$ cat src/rtl/abm_block_reader_if.sv
// Bus bundle for abm_block_reader: AXI4 read-address / read-data channels toward buffer memory
// plus the AXI4-Stream output that carries the fetched block.
//   master modport : the block reader (drives AR*, RREADY, AXIS_OUT_TDATA/TLAST/TVALID)
//   slave modport  : memory + stream sink (drives ARREADY, R*, AXIS_OUT_TREADY)
interface abm_block_reader_if #(
    parameter int unsigned DATA_WIDTH = 512,
    parameter int unsigned ADDR_WIDTH = 64
);
    logic [ADDR_WIDTH-1:0] M_AXI_ARADDR;
    logic [7:0]            M_AXI_ARLEN;
    logic [2:0]            M_AXI_ARSIZE;
    logic [1:0]            M_AXI_ARBURST;
    logic                  M_AXI_ARVALID;
    logic                  M_AXI_ARREADY;
    logic [DATA_WIDTH-1:0] M_AXI_RDATA;
    logic [1:0]            M_AXI_RRESP;
    logic                  M_AXI_RLAST;
    logic                  M_AXI_RVALID;
    logic                  M_AXI_RREADY;
    logic [DATA_WIDTH-1:0] AXIS_OUT_TDATA;
    logic                  AXIS_OUT_TLAST;
    logic                  AXIS_OUT_TVALID;
    logic                  AXIS_OUT_TREADY;

    modport master (
        output M_AXI_ARADDR, M_AXI_ARLEN, M_AXI_ARSIZE, M_AXI_ARBURST, M_AXI_ARVALID,
        input  M_AXI_ARREADY,
        input  M_AXI_RDATA, M_AXI_RRESP, M_AXI_RLAST, M_AXI_RVALID,
        output M_AXI_RREADY,
        output AXIS_OUT_TDATA, AXIS_OUT_TLAST, AXIS_OUT_TVALID,
        input  AXIS_OUT_TREADY
    );

    modport slave (
        input  M_AXI_ARADDR, M_AXI_ARLEN, M_AXI_ARSIZE, M_AXI_ARBURST, M_AXI_ARVALID,
        output M_AXI_ARREADY,
        output M_AXI_RDATA, M_AXI_RRESP, M_AXI_RLAST, M_AXI_RVALID,
        input  M_AXI_RREADY,
        input  AXIS_OUT_TDATA, AXIS_OUT_TLAST, AXIS_OUT_TVALID,
        output AXIS_OUT_TREADY
    );
endinterface

$ cat src/rtl/abm_block_reader.sv
// Block reader: on a start_read command fetches BLOCK_BYTES from read_addr as INCR bursts of
// BURST_BEATS beats (at most MAX_OUTSTANDING bursts in flight) and passes the returned data
// straight through to an AXI4-Stream master, TLAST on the block's final beat.
// Ports:
//   clk, reset    : clock, asynchronous active-high reset
//   start_read    : command pulse; read_addr sampled when accepted (idle only)
//   busy          : command accepted, final beat not yet transferred
//   done          : one-cycle pulse after the final beat
//   resp_err      : sticky RRESP / RLAST error, cleared by the next accepted command
//   cmd_dropped   : saturating count of commands ignored while busy or done
//   bus           : AXI4 read master + AXI4-Stream master (abm_block_reader_if.master)
module abm_block_reader #(
    parameter int unsigned DATA_WIDTH      = 512,
    parameter int unsigned ADDR_WIDTH      = 64,
    parameter int unsigned BLOCK_BYTES     = 4096,
    parameter int unsigned BURST_BEATS     = 16,
    parameter int unsigned MAX_OUTSTANDING = 4
) (
    input  logic        clk,
    input  logic        reset,
    input  logic        start_read,
    input  logic [31:0] read_addr,
    output logic        busy,
    output logic        done,
    output logic        resp_err,
    output logic [15:0] cmd_dropped,
    abm_block_reader_if.master bus
);

    localparam int unsigned BEAT_BYTES  = DATA_WIDTH / 8;
    localparam int unsigned BURST_BYTES = BURST_BEATS * BEAT_BYTES;
    localparam int unsigned NUM_BURSTS  = BLOCK_BYTES / BURST_BYTES;
    localparam int unsigned TOTAL_BEATS = BLOCK_BYTES / BEAT_BYTES;
    localparam int unsigned ARC_W       = $clog2(NUM_BURSTS + 1);
    localparam int unsigned BC_W        = $clog2(TOTAL_BEATS + 1);
    localparam int unsigned IB_W        = (BURST_BEATS > 1) ? $clog2(BURST_BEATS) : 1;
    localparam int unsigned OUT_W       = 4;

    typedef enum logic [1:0] {StIdle, StRun, StDone} state_e;

    state_e                state_q, state_d;
    logic [ADDR_WIDTH-1:0] base_q, base_d;
    logic [ARC_W-1:0]      ar_count_q, ar_count_d;
    logic [BC_W-1:0]       beat_count_q, beat_count_d;
    logic [IB_W-1:0]       ib_count_q, ib_count_d;
    logic [OUT_W-1:0]      outstanding_q, outstanding_d;
    logic                  busy_q, busy_d;
    logic                  done_q, done_d;
    logic                  resp_err_q, resp_err_d;
    logic [15:0]           cmd_dropped_q, cmd_dropped_d;

    logic                  run;
    logic                  ar_hs;
    logic                  r_xfer;
    logic                  burst_end;
    logic [ADDR_WIDTH-1:0] ar_offset;

    assign run       = (state_q == StRun);
    assign ar_hs     = bus.M_AXI_ARVALID & bus.M_AXI_ARREADY;
    assign r_xfer    = bus.M_AXI_RVALID & bus.M_AXI_RREADY;
    assign burst_end = (ib_count_q == IB_W'(BURST_BEATS - 1));
    // Address arithmetic is done at full ADDR_WIDTH so carries past bit 31 are kept.
    assign ar_offset = ADDR_WIDTH'(ar_count_q) * ADDR_WIDTH'(BURST_BYTES);

    // AR channel: ar_count only moves on a handshake, so ARADDR is stable while stalled.
    assign bus.M_AXI_ARVALID = run && (ar_count_q < ARC_W'(NUM_BURSTS))
                               && (outstanding_q < OUT_W'(MAX_OUTSTANDING));
    assign bus.M_AXI_ARADDR  = base_q + ar_offset;
    assign bus.M_AXI_ARLEN   = 8'(BURST_BEATS - 1);
    assign bus.M_AXI_ARSIZE  = 3'($clog2(BEAT_BYTES));
    assign bus.M_AXI_ARBURST = 2'b01;

    // R to stream is a wire-through; back-pressure goes straight to RREADY.
    assign bus.AXIS_OUT_TDATA  = bus.M_AXI_RDATA;
    assign bus.AXIS_OUT_TVALID = bus.M_AXI_RVALID & run;
    assign bus.M_AXI_RREADY    = bus.AXIS_OUT_TREADY & run;
    assign bus.AXIS_OUT_TLAST  = run && (beat_count_q == BC_W'(TOTAL_BEATS - 1));

    assign busy        = busy_q;
    assign done        = done_q;
    assign resp_err    = resp_err_q;
    assign cmd_dropped = cmd_dropped_q;

    always_comb begin
        state_d       = state_q;
        base_d        = base_q;
        ar_count_d    = ar_count_q;
        beat_count_d  = beat_count_q;
        ib_count_d    = ib_count_q;
        outstanding_d = outstanding_q;
        busy_d        = busy_q;
        done_d        = 1'b0;
        resp_err_d    = resp_err_q;
        cmd_dropped_d = cmd_dropped_q;

        unique case (state_q)
            StIdle: begin
                if (start_read) begin
                    base_d        = ADDR_WIDTH'(read_addr);
                    ar_count_d    = '0;
                    beat_count_d  = '0;
                    ib_count_d    = '0;
                    outstanding_d = '0;
                    resp_err_d    = 1'b0;
                    busy_d        = 1'b1;
                    state_d       = StRun;
                end
            end
            StRun: begin
                if (ar_hs) begin
                    ar_count_d = ar_count_q + 1'b1;
                end
                if (r_xfer) begin
                    beat_count_d = beat_count_q + 1'b1;
                    ib_count_d   = burst_end ? '0 : ib_count_q + 1'b1;
                    // Errors are only flagged; the internal counters keep the block length.
                    if ((bus.M_AXI_RRESP != 2'b00) || (bus.M_AXI_RLAST != burst_end)) begin
                        resp_err_d = 1'b1;
                    end
                    if (beat_count_q == BC_W'(TOTAL_BEATS - 1)) begin
                        busy_d  = 1'b0;
                        done_d  = 1'b1;
                        state_d = StDone;
                    end
                end
                unique case ({ar_hs, r_xfer & burst_end})
                    2'b10:   outstanding_d = outstanding_q + 1'b1;
                    2'b01:   outstanding_d = outstanding_q - 1'b1;
                    default: outstanding_d = outstanding_q;
                endcase
            end
            StDone: begin
                state_d = StIdle;
            end
            default: begin
                state_d = StIdle;
            end
        endcase

        if (start_read && (state_q != StIdle) && (cmd_dropped_q != 16'hFFFF)) begin
            cmd_dropped_d = cmd_dropped_q + 16'd1;
        end
    end

    always_ff @(posedge clk or posedge reset) begin
        if (reset) begin
            state_q       <= StIdle;
            base_q        <= '0;
            ar_count_q    <= '0;
            beat_count_q  <= '0;
            ib_count_q    <= '0;
            outstanding_q <= '0;
            busy_q        <= 1'b0;
            done_q        <= 1'b0;
            resp_err_q    <= 1'b0;
            cmd_dropped_q <= '0;
        end else begin
            state_q       <= state_d;
            base_q        <= base_d;
            ar_count_q    <= ar_count_d;
            beat_count_q  <= beat_count_d;
            ib_count_q    <= ib_count_d;
            outstanding_q <= outstanding_d;
            busy_q        <= busy_d;
            done_q        <= done_d;
            resp_err_q    <= resp_err_d;
            cmd_dropped_q <= cmd_dropped_d;
        end
    end

endmodule

$ cat src/flat_wrapper.sv
// flat-port wrapper written by rule: the top's interface ports become plain ports
module abm_block_reader_flat 
#(
    parameter int unsigned DATA_WIDTH      = 512,
    parameter int unsigned ADDR_WIDTH      = 64,
    parameter int unsigned BLOCK_BYTES     = 4096,
    parameter int unsigned BURST_BEATS     = 16,
    parameter int unsigned MAX_OUTSTANDING = 4
)
  (clk, reset, start_read, read_addr, busy, done, resp_err, cmd_dropped, bus_M_AXI_ARADDR, bus_M_AXI_ARLEN, bus_M_AXI_ARSIZE, bus_M_AXI_ARBURST, bus_M_AXI_ARVALID, bus_M_AXI_ARREADY, bus_M_AXI_RDATA, bus_M_AXI_RRESP, bus_M_AXI_RLAST, bus_M_AXI_RVALID, bus_M_AXI_RREADY, bus_AXIS_OUT_TDATA, bus_AXIS_OUT_TLAST, bus_AXIS_OUT_TVALID, bus_AXIS_OUT_TREADY);
  abm_block_reader_if #(.DATA_WIDTH(DATA_WIDTH), .ADDR_WIDTH(ADDR_WIDTH)) bus_i ();
  input  logic clk;
  input  logic reset;
  input  logic start_read;
  input  logic [31:0] read_addr;
  output logic busy;
  output logic done;
  output logic resp_err;
  output logic [15:0] cmd_dropped;
  output wire logic [$bits(bus_i.M_AXI_ARADDR)-1:0] bus_M_AXI_ARADDR;
  output wire logic [$bits(bus_i.M_AXI_ARLEN)-1:0] bus_M_AXI_ARLEN;
  output wire logic [$bits(bus_i.M_AXI_ARSIZE)-1:0] bus_M_AXI_ARSIZE;
  output wire logic [$bits(bus_i.M_AXI_ARBURST)-1:0] bus_M_AXI_ARBURST;
  output wire logic [$bits(bus_i.M_AXI_ARVALID)-1:0] bus_M_AXI_ARVALID;
  input wire logic [$bits(bus_i.M_AXI_ARREADY)-1:0] bus_M_AXI_ARREADY;
  input wire logic [$bits(bus_i.M_AXI_RDATA)-1:0] bus_M_AXI_RDATA;
  input wire logic [$bits(bus_i.M_AXI_RRESP)-1:0] bus_M_AXI_RRESP;
  input wire logic [$bits(bus_i.M_AXI_RLAST)-1:0] bus_M_AXI_RLAST;
  input wire logic [$bits(bus_i.M_AXI_RVALID)-1:0] bus_M_AXI_RVALID;
  output wire logic [$bits(bus_i.M_AXI_RREADY)-1:0] bus_M_AXI_RREADY;
  output wire logic [$bits(bus_i.AXIS_OUT_TDATA)-1:0] bus_AXIS_OUT_TDATA;
  output wire logic [$bits(bus_i.AXIS_OUT_TLAST)-1:0] bus_AXIS_OUT_TLAST;
  output wire logic [$bits(bus_i.AXIS_OUT_TVALID)-1:0] bus_AXIS_OUT_TVALID;
  input wire logic [$bits(bus_i.AXIS_OUT_TREADY)-1:0] bus_AXIS_OUT_TREADY;
  assign bus_M_AXI_ARADDR = bus_i.M_AXI_ARADDR;
  assign bus_M_AXI_ARLEN = bus_i.M_AXI_ARLEN;
  assign bus_M_AXI_ARSIZE = bus_i.M_AXI_ARSIZE;
  assign bus_M_AXI_ARBURST = bus_i.M_AXI_ARBURST;
  assign bus_M_AXI_ARVALID = bus_i.M_AXI_ARVALID;
  assign bus_i.M_AXI_ARREADY = bus_M_AXI_ARREADY;
  assign bus_i.M_AXI_RDATA = bus_M_AXI_RDATA;
  assign bus_i.M_AXI_RRESP = bus_M_AXI_RRESP;
  assign bus_i.M_AXI_RLAST = bus_M_AXI_RLAST;
  assign bus_i.M_AXI_RVALID = bus_M_AXI_RVALID;
  assign bus_M_AXI_RREADY = bus_i.M_AXI_RREADY;
  assign bus_AXIS_OUT_TDATA = bus_i.AXIS_OUT_TDATA;
  assign bus_AXIS_OUT_TLAST = bus_i.AXIS_OUT_TLAST;
  assign bus_AXIS_OUT_TVALID = bus_i.AXIS_OUT_TVALID;
  assign bus_i.AXIS_OUT_TREADY = bus_AXIS_OUT_TREADY;
  abm_block_reader #(.DATA_WIDTH(DATA_WIDTH), .ADDR_WIDTH(ADDR_WIDTH), .BLOCK_BYTES(BLOCK_BYTES), .BURST_BEATS(BURST_BEATS), .MAX_OUTSTANDING(MAX_OUTSTANDING)) u_core (.clk(clk), .reset(reset), .start_read(start_read), .read_addr(read_addr), .busy(busy), .done(done), .resp_err(resp_err), .cmd_dropped(cmd_dropped), .bus(bus_i));
endmodule
$ cat config.mk
export PLATFORM = sky130hd
export DESIGN_NAME = abm_block_reader_flat
export DESIGN_NICKNAME = d
export VERILOG_FILES = /design/src/rtl/abm_block_reader_if.sv /design/src/rtl/abm_block_reader.sv /design/src/flat_wrapper.sv
export SDC_FILE = /design/constraint.sdc
export NUM_CORES = 1
export LEC_CHECK = 0
export ABC_CLOCK_PERIOD_IN_PS = 2700
export CAP_MARGIN = 15
export CORE_AREA = 2 2 458 460
export DETAILED_ROUTE_END_ITERATION = 8
export DIE_AREA = 0 0 460 462
export GPL_ROUTABILITY_DRIVEN = 0
export GPL_TIMING_DRIVEN = 0
export PLACE_DENSITY = 0.3
export SLEW_MARGIN = 20
export SYNTH_ARGS = -nofsm -noshare
export SYNTH_HDL_FRONTEND = slang
export SYNTH_SLANG_ARGS = --single-unit
$ cat constraint.sdc
create_clock -name clk -period 2.7 [get_ports clk]
set_input_delay 0.27 -clock clk [delete_from_list [all_inputs] [get_ports clk]]
set_output_delay 0.27 -clock clk [all_outputs]
set_load 0.1 [all_outputs]
==> results.json <==
{
  "layout_worst_path_cycle_share": 1.05,
  "antenna_found_initial": 135,
  "grt_start_max_net_pins": 56,
  "crit_chain": "ha_2 -> inv_2 -> fa_2 -> nor2b_4 -> o2111a_2 -> buf_4 -> nand3_2 -> xnor2_4 -> buf_12",
  "layout_setup_ws_ns": -0.143,
  "finClkSkew_ns": 0.0213,
  "ys_async_sr_fraction": 1.00,
  "ant_nets": 0,
  "ys_types": 48,
  "leakage_nw": 7.49,
  "fmax_mhz": 352,
  "cp_max_fo": 6,
  "initial_core_util": 0.0380,
  "io_buffers": 608,
  "ir_drop_mv": 0.377,
  "numClockSinks": 71,
  "drt-total-wl_um": 92000,
  "hp-class": "primary input to asynchronous set/reset pin",
  "critical_path_class": "register to output port",
  "area_delta_synth_final_pct": 129,
  "synth_area_leaders": "buf_4 (54%), dfrtp_1 (22%), nand2_1 (5.6%)",
  "place_inst": 4331,
  "cts_tree": "done",
  "crit_path_top_delay_cell": "dfrtp_1",
  "dpl_cell_area_um2": 17500,
  "hold_buffers": 0,
  "synth_top_area_cell": "buf_4",
  "fp.dieW_um": 460,
  "cts_inserted_buffers": 9,
  "drv_cap": 0,
  "dp_hpwl_um": 86300,
  "synth_ff_type": "dfrtp_1",
  "clockBufferDepth": 2,
  "wire_per_inst_um": 21.0,
  "synth_enable_flop_cells": 0,
  "fp.coreArea_um2": 208000,
  "start_kind": "register",
  "vias": 8868,
  "rsz0062_at_grt": "true",
  "cts-root-buf": "clkbuf_16",
  "floorplan.rows": 168,
  "arrival_ns": 2.57,
  "fin_cells": 4379,
  "synth.top_cell.area_share": 0.537,
  "grtUsageTotal": 0.0815,
  "power_density_nw_per_um2": 531,
  "io_pins": 1165,
  "crit_path_max_incr_delay_ns": 0.40,
  "die_y_um": 462,
  "cp-end-kind": "output port",
  "grt_pass1_wl_um": 106000,
  "synth_warnings": 0,
  "finalCriticalPeriod_ns": 2.84,
  "required_ns": 2.43,
  "netlist_instances": 960,
  "outcome": "finished with violations",
  "critical_path.top_delay_family": "adder cells",
  "p_total_mw": 9.61,
  "num-nets-final": 2195,
  "max_slew_margin": 0.182,
  "finalSetupViolations": 5,
  "htree_num_levels": 3,
  "first_pass_iters": 4,
  "die_area_um2": 213000,
  "holdWs_ns": 0.158,
  "avgSynthCellArea_um2": 8.24,
  "finalHoldViolCount": 0,
  "grt_overflow": 0,
  "final_max_slew_viol_count": 0,
  "violations": "setup timing",
  "grt_pass1_vias": 8550,
  "ys_seq_area_frac": 0.224,
  "design_area_um2": 18100,
  "drive_gt1_frac": 0.442,
  "remaining_drc_errors": 0,
  "tns_ns": -0.614,
  "path_buf_inv": 3,
  "synth-seq-cells": 71,
  "path_clk_slew_ns": 0.08,
  "insertion_delay_ns": 0.41,
  "drt_iter0_markers": 325,
  "worst_pin_slew_ns": 1.22,
  "netlist_area_um2": 7920,
  "num-fill-cells": 24269,
  "vias_per_cell": 2.03
}
[worst reg2reg max path: stages (launching register included)]
cell,delay (ns)
dfrtp_1,0.50
nor2b_4,0.17
nand4b_1,0.24
ha_2,0.30
ha_1,0.34
nor4bb_1,0.31
a211oi_1,0.10
and4b_1,0.20
a211o_1,0.22
[state kept, by name (all words and copies together) (netlist names)]
register	cells
u_core.resp_err	1
u_core.state_q	2
u_core.base_q	32
u_core.cmd_dropped	16
u_core.beat_count_q	7
u_core.outstanding_q	4
u_core.ib_count_q	4
u_core.ar_count_q	3
u_core.busy	1
u_core.done	1
[worst paths after layout]
kind | start | to | slack (ns) | depth (start not counted)
max | u_core.ar_count_q[0]$_DFFE_PP0P_ | bus_M_AXI_ARADDR[28] | -0.14 | 9
min in group clk | read_addr[31] | u_core.base_q[31]$_DFFE_PP0P_ | 0.39 | 3
max in group asynchronous | reset | u_core.base_q[17]$_DFFE_PP0P_ | 1.87 | 3
min | reset | u_core.cmd_dropped[8]$_DFFE_PP0P_ | 0.16 | 2
max reg2reg | u_core.state_q[1]$_DFFE_PP0P_ | u_core.outstanding_q[3]$_DFFE_PP0P_ | 0.18 | 8
min reg2reg | u_core.ib_count_q[3]$_DFFE_PP0P_ | u_core.ib_count_q[3]$_DFFE_PP0P_ | 0.49 | 1
[final cells by class]
class | instances | area [µm²] | share of cell area
Clock buffer | 9 | 225 | 0.0125
Timing Repair Buffer | 620 | 5970 | 0.330
Tap cell | 2720 | 3400 | 0.188
Antenna cell | 24 | 60.1 | 0.00332
Sequential cell | 71 | 1780 | 0.0983
Clock inverter | 7 | 71.3 | 0.00394
Inverter | 8 | 35.0 | 0.00194
Buffer | 575 | 4280 | 0.237
Multi-Input combinational cell | 345 | 2260 | 0.125
[through the flow]
| stage | util | setup slack, ns |
|---|---|---|
| after detailed placement | 0.0841 | -1.11 |
| after floorplan | - | -0.709 |
| final | 0.0869 | -0.143 |
| after CTS | 0.0864 | -0.275 |
| after global placement | 0.0852 | -1.84 |
| after global routing | 0.0867 | -0.245 |
[synthesized netlist by cell type, types with 3 or more instances]
cell type and count:
ha_1 11, xnor2_1 25, o21ai_0 14, nor2_1 16, nand2_1 118, nor3_1 8
clkbuf_1 11, nor4_1 6, and3_1 9, dfrtp_1 71, buf_4 566, nor3b_1 3
inv_1 8, nand3_1 20, nand4_1 10, and4_1 3, a21oi_1 3, xor2_1 18
[cell usage in the layout (no fill, tap or decap), types with 3 or more instances in the layout]
cell             netlist  layout
nor3_1                 8       7
xnor2_2                0      11
nor2_1                16      16
buf_2                  1      57
conb_1                 2      44
dfrtp_1               71      70
ha_1                  11       9
buf_12                 0       7
o21ai_0               14      13
nand4_1               10      10
and3_1                 9       7
xnor2_4                0       5
xor2_1                18      16
inv_6                  0       6
and4_1                 3       3
buf_4                566     587
a21oi_1                3       3
nor4_2                 2       4
nor4_1                 6       4
clkbuf_1              11       8
diode_2                0      24
clkdlybuf4s50_1        0     531
nand3_2                0       3
nand2_1              118     116
xnor2_1               25       9
nand3_1               20      16
clkbuf_16              0       9
inv_1                  8       6
[routing by layer]
layer / share of wire / routed length [µm] / GRT usage / vias up
met2: 0.49 / 45300 / 0.144 / 859
met1: 0.33 / 30000 / 0.0775 / 3941
met4: 0.024 / 2230 / 0.0183 / 70
met3: 0.15 / 14100 / 0.0549 / 197
met5: 0.0048 / 445 / 0 / -
li1: - / - / - / 3801
[report_power, final]
group | leakage, nW | switching (mW) | internal (mW)
Clock | 0.147 | 0.695 | 0.654
Sequential | 0.898 | 0.243 | 1.24
Combinational | 6.45 | 5.12 | 1.66
[logic make-up (layout without fill, tap and decap cells)]
family,after synthesis,in the layout,synth area share
AOI/OAI and AO/OA,28,28,0.0224
xor gates and xnor gates,43,43,0.0476
adders and majority gates,12,12,0.0199
buffers and inverters,586,1219,0.546
DFF,71,71,0.224
muxes,3,3,0.00458
other,2,68,0.000949
and+or+nand+nor,215,215,0.134
[repair_timing]
item	CTS	global route
setup buffers	7	4
resized for setup	133	13
pin swaps	4	4
setup endpoints to repair	26	14
Note: power is estimated with default switching activity, not from simulation.
